File: src/rtl/ne16_pres_accumulator.sv
// ne16_pres_accumulator: sinks the binconv column partial results,
// accumulates one job of beats per column, then drains them serially.
module ne16_pres_accumulator #(
  parameter int unsigned NR_COLUMN  = 9,
  parameter int unsigned PRES_WIDTH = 30,
  parameter int unsigned ACC_WIDTH  = 32,
  parameter int unsigned CNT_WIDTH  = 16
) (
  input  logic                                clk_i,
  input  logic                                rst_ni,
  input  logic                                enable_i,
  input  logic                                clear_i,
  input  logic [NR_COLUMN-1:0]                pres_valid_i,
  input  logic [NR_COLUMN-1:0][PRES_WIDTH-1:0] pres_data_i,
  output logic [NR_COLUMN-1:0]                pres_ready_o,
  output logic                                acc_valid_o,
  output logic [ACC_WIDTH-1:0]                acc_data_o,
  output logic [ACC_WIDTH/8-1:0]              acc_strb_o,
  input  logic                                acc_ready_i,
  input  logic                                ctrl_start_i,
  input  logic [CNT_WIDTH-1:0]                ctrl_nb_accum_i,
  input  logic                                ctrl_mode_linear_i,
  output logic                                flags_busy_o,
  output logic                                flags_done_o
);

  localparam int unsigned IDX_W =
    (NR_COLUMN > 1) ? $clog2(NR_COLUMN) : 1;

  typedef enum logic [1:0] {
    IDLE  = 2'd0,
    ACCUM = 2'd1,
    DRAIN = 2'd2
  } state_e;

  state_e                               r_state;
  logic [NR_COLUMN-1:0][ACC_WIDTH-1:0]  r_acc;
  logic [CNT_WIDTH-1:0]                 r_cnt;
  logic [CNT_WIDTH-1:0]                 r_nb;
  logic                                 r_lin;
  logic [IDX_W-1:0]                     r_idx;
  logic                                 r_done;

  logic                                 w_hs;
  logic                                 w_last_beat;
  logic                                 w_last_idx;
  logic                                 w_start;
  logic [IDX_W-1:0]                     w_max_idx;
  logic [NR_COLUMN-1:0][ACC_WIDTH-1:0]  w_sext;
  logic                                 w_unused;

  // Only column 0 carries the shared valid; the rest are don't-care.
  assign w_unused = ^pres_valid_i[NR_COLUMN-1:1];

  assign w_hs        = (r_state == ACCUM) & pres_valid_i[0] & enable_i;
  assign w_last_beat = (r_cnt == (r_nb - CNT_WIDTH'(1)));
  assign w_max_idx   = r_lin ? '0 : IDX_W'(NR_COLUMN - 1);
  assign w_last_idx  = (r_idx == w_max_idx);
  assign w_start     = (r_state == IDLE) & ctrl_start_i;

  assign pres_ready_o = {NR_COLUMN{(r_state == ACCUM) & enable_i}};
  assign acc_valid_o  = (r_state == DRAIN);
  assign acc_data_o   = acc_valid_o ? r_acc[r_idx] : '0;
  assign acc_strb_o   = '1;
  assign flags_busy_o = (r_state != IDLE);
  assign flags_done_o = r_done;

  // Sign-extend every column partial result to accumulator width.
  always_comb begin
    w_sext = '0;
    for (int c = 0; c < NR_COLUMN; c++) begin
      w_sext[c] = ACC_WIDTH'($signed(pres_data_i[c]));
    end
  end

  // Job control: state, beat counter, drain index and done pulse.
  always_ff @(posedge clk_i or negedge rst_ni) begin
    if (!rst_ni) begin
      r_state <= IDLE;
      r_cnt   <= '0;
      r_nb    <= '0;
      r_lin   <= 1'b0;
      r_idx   <= '0;
      r_done  <= 1'b0;
    end else begin
      r_done <= 1'b0;
      if (clear_i) begin
        r_state <= IDLE;
        r_cnt   <= '0;
        r_idx   <= '0;
      end else begin
        unique case (r_state)
          IDLE: begin
            if (ctrl_start_i) begin
              r_nb    <= ctrl_nb_accum_i;
              r_lin   <= ctrl_mode_linear_i;
              r_cnt   <= '0;
              r_idx   <= '0;
              r_state <= (ctrl_nb_accum_i == '0) ? DRAIN : ACCUM;
            end
          end
          ACCUM: begin
            if (w_hs) begin
              r_cnt <= r_cnt + CNT_WIDTH'(1);
              if (w_last_beat) begin
                r_state <= DRAIN;
              end
            end
          end
          DRAIN: begin
            if (acc_ready_i) begin
              if (w_last_idx) begin
                r_state <= IDLE;
                r_idx   <= '0;
                r_done  <= 1'b1;
              end else begin
                r_idx <= r_idx + IDX_W'(1);
              end
            end
          end
          default: r_state <= IDLE;
        endcase
      end
    end
  end

  // Per-column accumulators; linear jobs touch column 0 only.
  always_ff @(posedge clk_i or negedge rst_ni) begin
    if (!rst_ni) begin
      r_acc <= '0;
    end else if (clear_i || w_start) begin
      r_acc <= '0;
    end else if (w_hs) begin
      for (int c = 0; c < NR_COLUMN; c++) begin
        if (!r_lin || c == 0) begin
          r_acc[c] <= r_acc[c] + w_sext[c];
        end
      end
    end
  end

endmodule

File: config.mk
export PLATFORM = sky130hd
export DESIGN_NAME = ne16_pres_accumulator
export DESIGN_NICKNAME = d
export VERILOG_FILES = /design/src/rtl/ne16_pres_accumulator.sv
export SDC_FILE = /design/constraint.sdc
export NUM_CORES = 1
export LEC_CHECK = 0
export CORE_ASPECT_RATIO = 0.5
export CORE_MARGIN = 2
export CORE_UTILIZATION = 51
export DETAILED_ROUTE_END_ITERATION = 16
export PLACE_DENSITY_LB_ADDON = 0.05
export SLEW_MARGIN = 0
export SYNTH_ARGS = -nofsm -noshare
export SYNTH_HDL_FRONTEND = slang
export SYNTH_SLANG_ARGS = --single-unit
File: constraint.sdc
create_clock -name clk_i -period 3.56 [get_ports clk_i]
set_clock_uncertainty 0.15 [all_clocks]
set_input_delay 0.712 -clock clk_i [delete_from_list [all_inputs] [get_ports clk_i]]
set_output_delay 0.712 -clock clk_i [all_outputs]
set_load 0.01 [all_outputs]
### Yosys cells after proc, flatten, opt, wreduce, memory -nomap -nowiden

Cells that the tools add are included.

| operators by class | value |
|---|---|
| magnitude comparators | 1 |
| equality and inequality tests | 10 |
| multiplexer cells | 35 |
| add/sub/neg operators | 12 |
| reductions and logical operators | 12 |
| bitwise logic cells | 5 |

Operator list:

| operator | number |
|---|---|
| 288-bit two-way mux | 2 |
| 32-bit two-way mux | 10 |
| 32-bit adder | 9 |
| 32-bit binary-select mux with 4-bit select | 1 |
| 16-bit two-way mux | 3 |
| 16-bit one-hot mux with 2 select lines | 1 |
| 4-bit two-way mux | 5 |
| 16-bit by 1-bit adder with 16-bit output (second input constant) | 1 |
| 16-bit equality test | 1 |
| 16-bit zero test | 1 |
| 16-bit by 1-bit subtractor with 16-bit output (second input constant) | 1 |
| 2-bit two-way mux | 7 |
| 3-bit inequality test (second input constant) | 3 |
| 3-bit AND reduction | 3 |
| 4-bit one-hot mux with 2 select lines | 1 |
| 3-bit by 2-bit inequality test with 1-bit output (second input constant) | 2 |
| 2-bit one-hot mux with 3 select lines | 1 |
| 3-bit nonzero test | 2 |
| 4-bit by 5-bit < comparator with 1-bit output (second input constant) | 1 |
| 5-bit AND reduction | 1 |
| 4-bit by 1-bit adder with 4-bit output (second input constant) | 1 |
| 1-bit bitwise AND | 4 |
| 4-bit equality test | 1 |
| 1-bit two-way mux | 4 |
| other kinds (8) | 9 |

| word-level totals | value |
|---|---|
| input bits | 302 |
| register bits | 328 |
| output and inout port bits | 48 |

### Logic depth before layout (Yosys ltp)

Gate-level depths: netlist of the first run.

| depth | value |
|---|---|
| depth in word-level cells | 6 |
| depth in mapped cells | 13 |
| mapped depth without buffers | 13 |

### Worst setup path after synthesis of the first run

Ideal clock, no wire load.

| path | value |
|---|---|
| path type | input -> register |
| from | input pres_data_i[30] in the netlist's numbering |
| to | register r_acc[60] in the netlist's numbering |
| required time | 3277 ps |
| cell stages on the path | 13 |
| arrival time | 3350 ps |
| buffers on the path | 0 |
| setup time | 133 ps |
| path slack | -73 ps |
| cell sequence | ha_1 fa_1 a21o_1 a21oi_2 o21ai_1 a2111o_1 a31oi_1 o31ai_1 a41oi_2 o21ai_1 o31ai_2 xor2_1 o21ai_0 |

| on the way | value |
|---|---|
| word-level cells in the longest chain between the ends | 4 |

RTL lines:

| element | RTL line | source |
|---|---|---|
| from (decl) | 14 | `input logic [NR_COLUMN-1:0][PRES_WIDTH-1:0] pres_data_i,` |
| 32-bit adder | 136 | `r_acc[c] <= r_acc[c] + w_sext[c];` |
| 32-bit two-way mux | 135 | `if (!r_lin \|\| c == 0) begin` |
| 288-bit two-way mux | 133 | `end else if (w_hs) begin` |
| 288-bit two-way mux | 131 | `end else if (clear_i \|\| w_start) begin` |
| to (signal, indexed assignment) | 136 |  |
| to (decl) | 37 | `logic [NR_COLUMN-1:0][ACC_WIDTH-1:0] r_acc;` |

Every way passes these cells. The select of a mux whose other input is x is not followed.
A chain may end at the register's enable or synchronous reset.

### Worst setup path after layout of the first run

| path | value |
|---|---|
| from | register r_idx[0] |
| to | output acc_data_o[13] |

| on the way | value |
|---|---|
| word-level cells in the longest chain between the ends | 3 |

RTL lines:

| element | RTL line | source |
|---|---|---|
| from (decl) | 41 | `logic [IDX_W-1:0] r_idx;` |
| from (signal assigned) | 117 | `r_idx <= r_idx + IDX_W'(1);` |
| 32-bit binary-select mux with 4-bit select | 63 | `assign acc_data_o = acc_valid_o ? r_acc[r_idx] : '0;` |
| 32-bit two-way mux (not written as such) | 63 |  |
| 32-bit two-way mux | 63 |  |
| to (decl) | 17 | `output logic [ACC_WIDTH-1:0] acc_data_o,` |

Every way passes these cells. The select of a mux whose other input is x is not followed.

==> results of run 1 <==
-- Yosys cell counts, drive strengths merged (20+ instances only) --
cell,n
nand2,510
a21oi,425
dfrtp,328
ha,283
nor2,241
o21ai,238
xnor2,168
a21o,154
clkbuf,120
xor2,100
inv,71
mux4,64
nand3,54
mux2i,45
o21bai,43
nor3,36
a211oi,35
a31oi,33
nand2b,32
nand4,31
buf,30
nor2b,30
and3,25
o21a,22
o31ai,20
-- layer usage --
layer / vias to the layer above / part of all wire [%] / global-route usage (%)
met5: - / 0 / 0
met4: 0 / 2.9 / 10.1
met3: 160 / 7.1 / 3.85
met2: 917 / 46 / 54.5
met1: 13800 / 44 / 45.4
li1: 13700 / - / -
-- stage by stage --
stage	worst slack [ns]	TNS [ns]	cell area, um2	utilization, %	hold WS (ns)
2_1_floorplan	0.0181	0	28700	-	0.266
3_3_place_gp	-1.03	-48.12	36000	64.9	0.320
3_5_place_dp	-1.00	-51.80	36000	64.9	0.329
4_1_cts	0.00110	0	37400	67.4	0.0205
5_1_grt	-0.0277	-0.143	38100	68.6	0.0465
6_report	0.0530	0	38100	68.6	0.0220
-- worst max-delay path, stage by stage (launching register included) --
cell	delay, ns
dfrtp_4	0.45
buf_12	0.16
buf_12	0.15
mux4_2	0.60
mux2i_1	0.17
nor2_1	0.06
a21oi_1	0.12
nor2_1	0.05
clkdlybuf4s15_1	0.31
-- state kept, by name, indices dropped and copies added, names as in the netlist --
name          cells
r_acc           288
r_lin             1
r_state           2
r_nb             16
r_cnt            16
r_idx             4
flags_done_o      1
-- worst max path at each step --
| stage | from | end | slack (ns) | cells after the start |
|---|---|---|---|---|
| 6_report | r_idx[0]$_DFFE_PN0P_ | acc_data_o[13] | 0.05 | 8 |
| 3_5_place_dp | pres_data_i[240] | r_acc[286]$_DFFE_PN0P_ | -1.00 | 15 |
| 4_1_cts | pres_data_i[166] | r_acc[191]$_DFFE_PN0P_ | 0.001 | 12 |
| 3_3_place_gp | pres_data_i[240] | r_acc[286]$_DFFE_PN0P_ | -1.03 | 15 |
| 2_1_floorplan | pres_data_i[240] | r_acc[286]$_DFFE_PN0P_ | 0.02 | 13 |
| 5_1_grt | pres_data_i[31] | r_acc[61]$_DFFE_PN0P_ | -0.03 | 13 |
-- power groups by stage --
| stage | logic, uW | registers, uW | clock network (uW) |
|---|---|---|---|
| 2_1_floorplan | 1340 | 3980 | 0 |
| 3_3_place_gp | 2350 | 4060 | 0 |
| 3_5_place_dp | 2400 | 4070 | 0 |
| 4_1_cts | 2430 | 4000 | 4230 |
| 5_1_grt | 2710 | 4020 | 4370 |
| 6_report | 2480 | 4000 | 4180 |
-- logic make-up after synthesis --
logic type / count (synthesis) / share of synthesized area [%]
AO/OA/AOI/OAI: 1087 / 23.3
AND/OR/NAND/NOR: 1054 / 16.4
flip-flops: 328 / 28.7
adder cells (fa/ha/maj): 292 / 13.0
XOR/XNOR: 268 / 8.19
buffers and inverters: 222 / 3.16
multiplexers: 126 / 7.27
other: 1 / 0.0131
-- timing repair --
action                                 CTS  global route
setup endpoints to repair               43            81
pin swaps                               10            67
endpoints found under the hold margin    0             0
buffers inserted                         5            20
hold buffers                             0             0
gates resized for setup                 75           121
gates cloned                             0             1
-- layout make-up --
type | instances | area (um2) | share of cell area [%]
Tap cell | 756 | 946 | 2.48
Multi-Input combinational cell | 2831 | 20200 | 52.9
Sequential cell | 328 | 8210 | 21.6
Inverter | 71 | 267 | 0.700
Clock inverter | 16 | 161 | 0.424
Timing Repair Buffer | 821 | 7220 | 18.9
Clock buffer | 51 | 1110 | 2.92
Antenna cell | 7 | 17.5 | 0.0460
==> impl_metrics.json, run 1 <==
{
  "end_kind": "primary output",
  "intPower_uw": 7440,
  "p_leak_uw": 0.0179,
  "rows": 61,
  "clk_latency_ns": 0.56,
  "vias": 28500,
  "fp.dieH_um": 172,
  "drive_gt1_share_pct": 19.0,
  "syn-cell-area_um2": 28600,
  "routabilityCongestion": 0.983,
  "routed_wl_um": 97300,
  "synth_cell_types": 86,
  "synth.area.top_cells": "dfrtp_1 29%, ha_1 12%, a21oi_1 7.4%",
  "critPathKind": "register to primary output",
  "worst_setup_path_start_kind": "register",
  "fp.dieW_um": 339,
  "drt_pass1_iterations": 5,
  "hold_viol": 0,
  "r2r-start": "r_acc[32]$_DFFE_PN0P_",
  "fillers": 4529,
  "h-tree-depth": 2,
  "clkPwrFrac_pct": 39.2,
  "dpl.cell_count": 4781,
  "maxCapViolations": 0,
  "max_slew.worst_pin.slew_ns": 0.727,
  "crit_required_ns": 2.70,
  "clk_path_buf_depth": 3,
  "grt_overflow": 0,
  "regToRegSetupSlack_ns": 0.15,
  "status": "finished clean",
  "routedWlPerCell_um": 19.9,
  "synth_top_flop_cell": "dfrtp_1",
  "antenna_found_initial": 7,
  "die_area_um2": 58200,
  "vias_per_cell": 5.84,
  "io_pins": 350,
  "start_util_pct": 51.6,
  "cts.sink_count": 328,
  "finalCritPeriodShare_pct": 98.5,
  "finalSetupViolations": 0,
  "finalMaxSlewViolations": 0,
  "reg2reg_to": "r_acc[60]$_DFFE_PN0P_",
  "grt_pass1_wl_um": 151000,
  "syn_to_final_growth_pct": 32.9,
  "yosysSeqAreaShare_pct": 28.7,
  "numCtsBuffers": 37,
  "numPortBuffers": 337,
  "relSlewSlack_pct": 51.6,
  "drcViolationCount": 0,
  "dp_hpwl_um": 74500,
  "cts_root_buf": "clkbuf_16",
  "stdcell_count": 4881,
  "syn_inst": 3378,
  "swShare_pct": 30.2,
  "pwr-share-seq_pct": 37.5,
  "yosys_register_bits": 328,
  "final_antenna_net_count": 0,
  "power_switching_uw": 3220,
  "cts_tree": "yes",
  "core_um2": 55500,
  "power.density_nw_per_um2": 280,
  "synth_edf_count": 0,
  "final_cell_mix": "507 x nand2_1, 461 x buf_4, 399 x a21oi_1",
  "yosys.area.top_type_share_pct": 28.7,
  "postSynthAreaPerCell_um2": 8.48,
  "rsz0062_at_grt": "yes",
  "path_max_fanout": 9,
  "critPathArrivalTime_ns": 2.64,
  "synth_largest_area_cell": "dfrtp_1",
  "power_uw": 10700,
  "ir_drop_mv": 0.272,
  "grt.total_usage_pct": 32.9,
  "hp-class": "primary input to async pin",
  "ys_warn_count": 0,
  "num-nets-final": 4684,
  "fin_crit_ns": 3.51,
  "fmax_mhz": 285,
  "cts.clk_slew.worst_paths_ns": 0.06,
  "synthArstFlopShare_pct": 100,
  "drt_iter0_drc": 2067,
  "reg2regPathDepth": 14,
  "layout_commonest_cell": "nand2_1",
  "first_global_vias": 27600,
  "grt_max_degree": 87,
  "p_comb_share_pct": 23.3
}
Note: power is estimated with default switching activity, not from simulation.
==> inputs of run 2 (changes only) <==
- SLEW_MARGIN: 0 -> not set
==> results of run 2 <==
The final DEF is identical to that of run 1; final timing and power are the same.
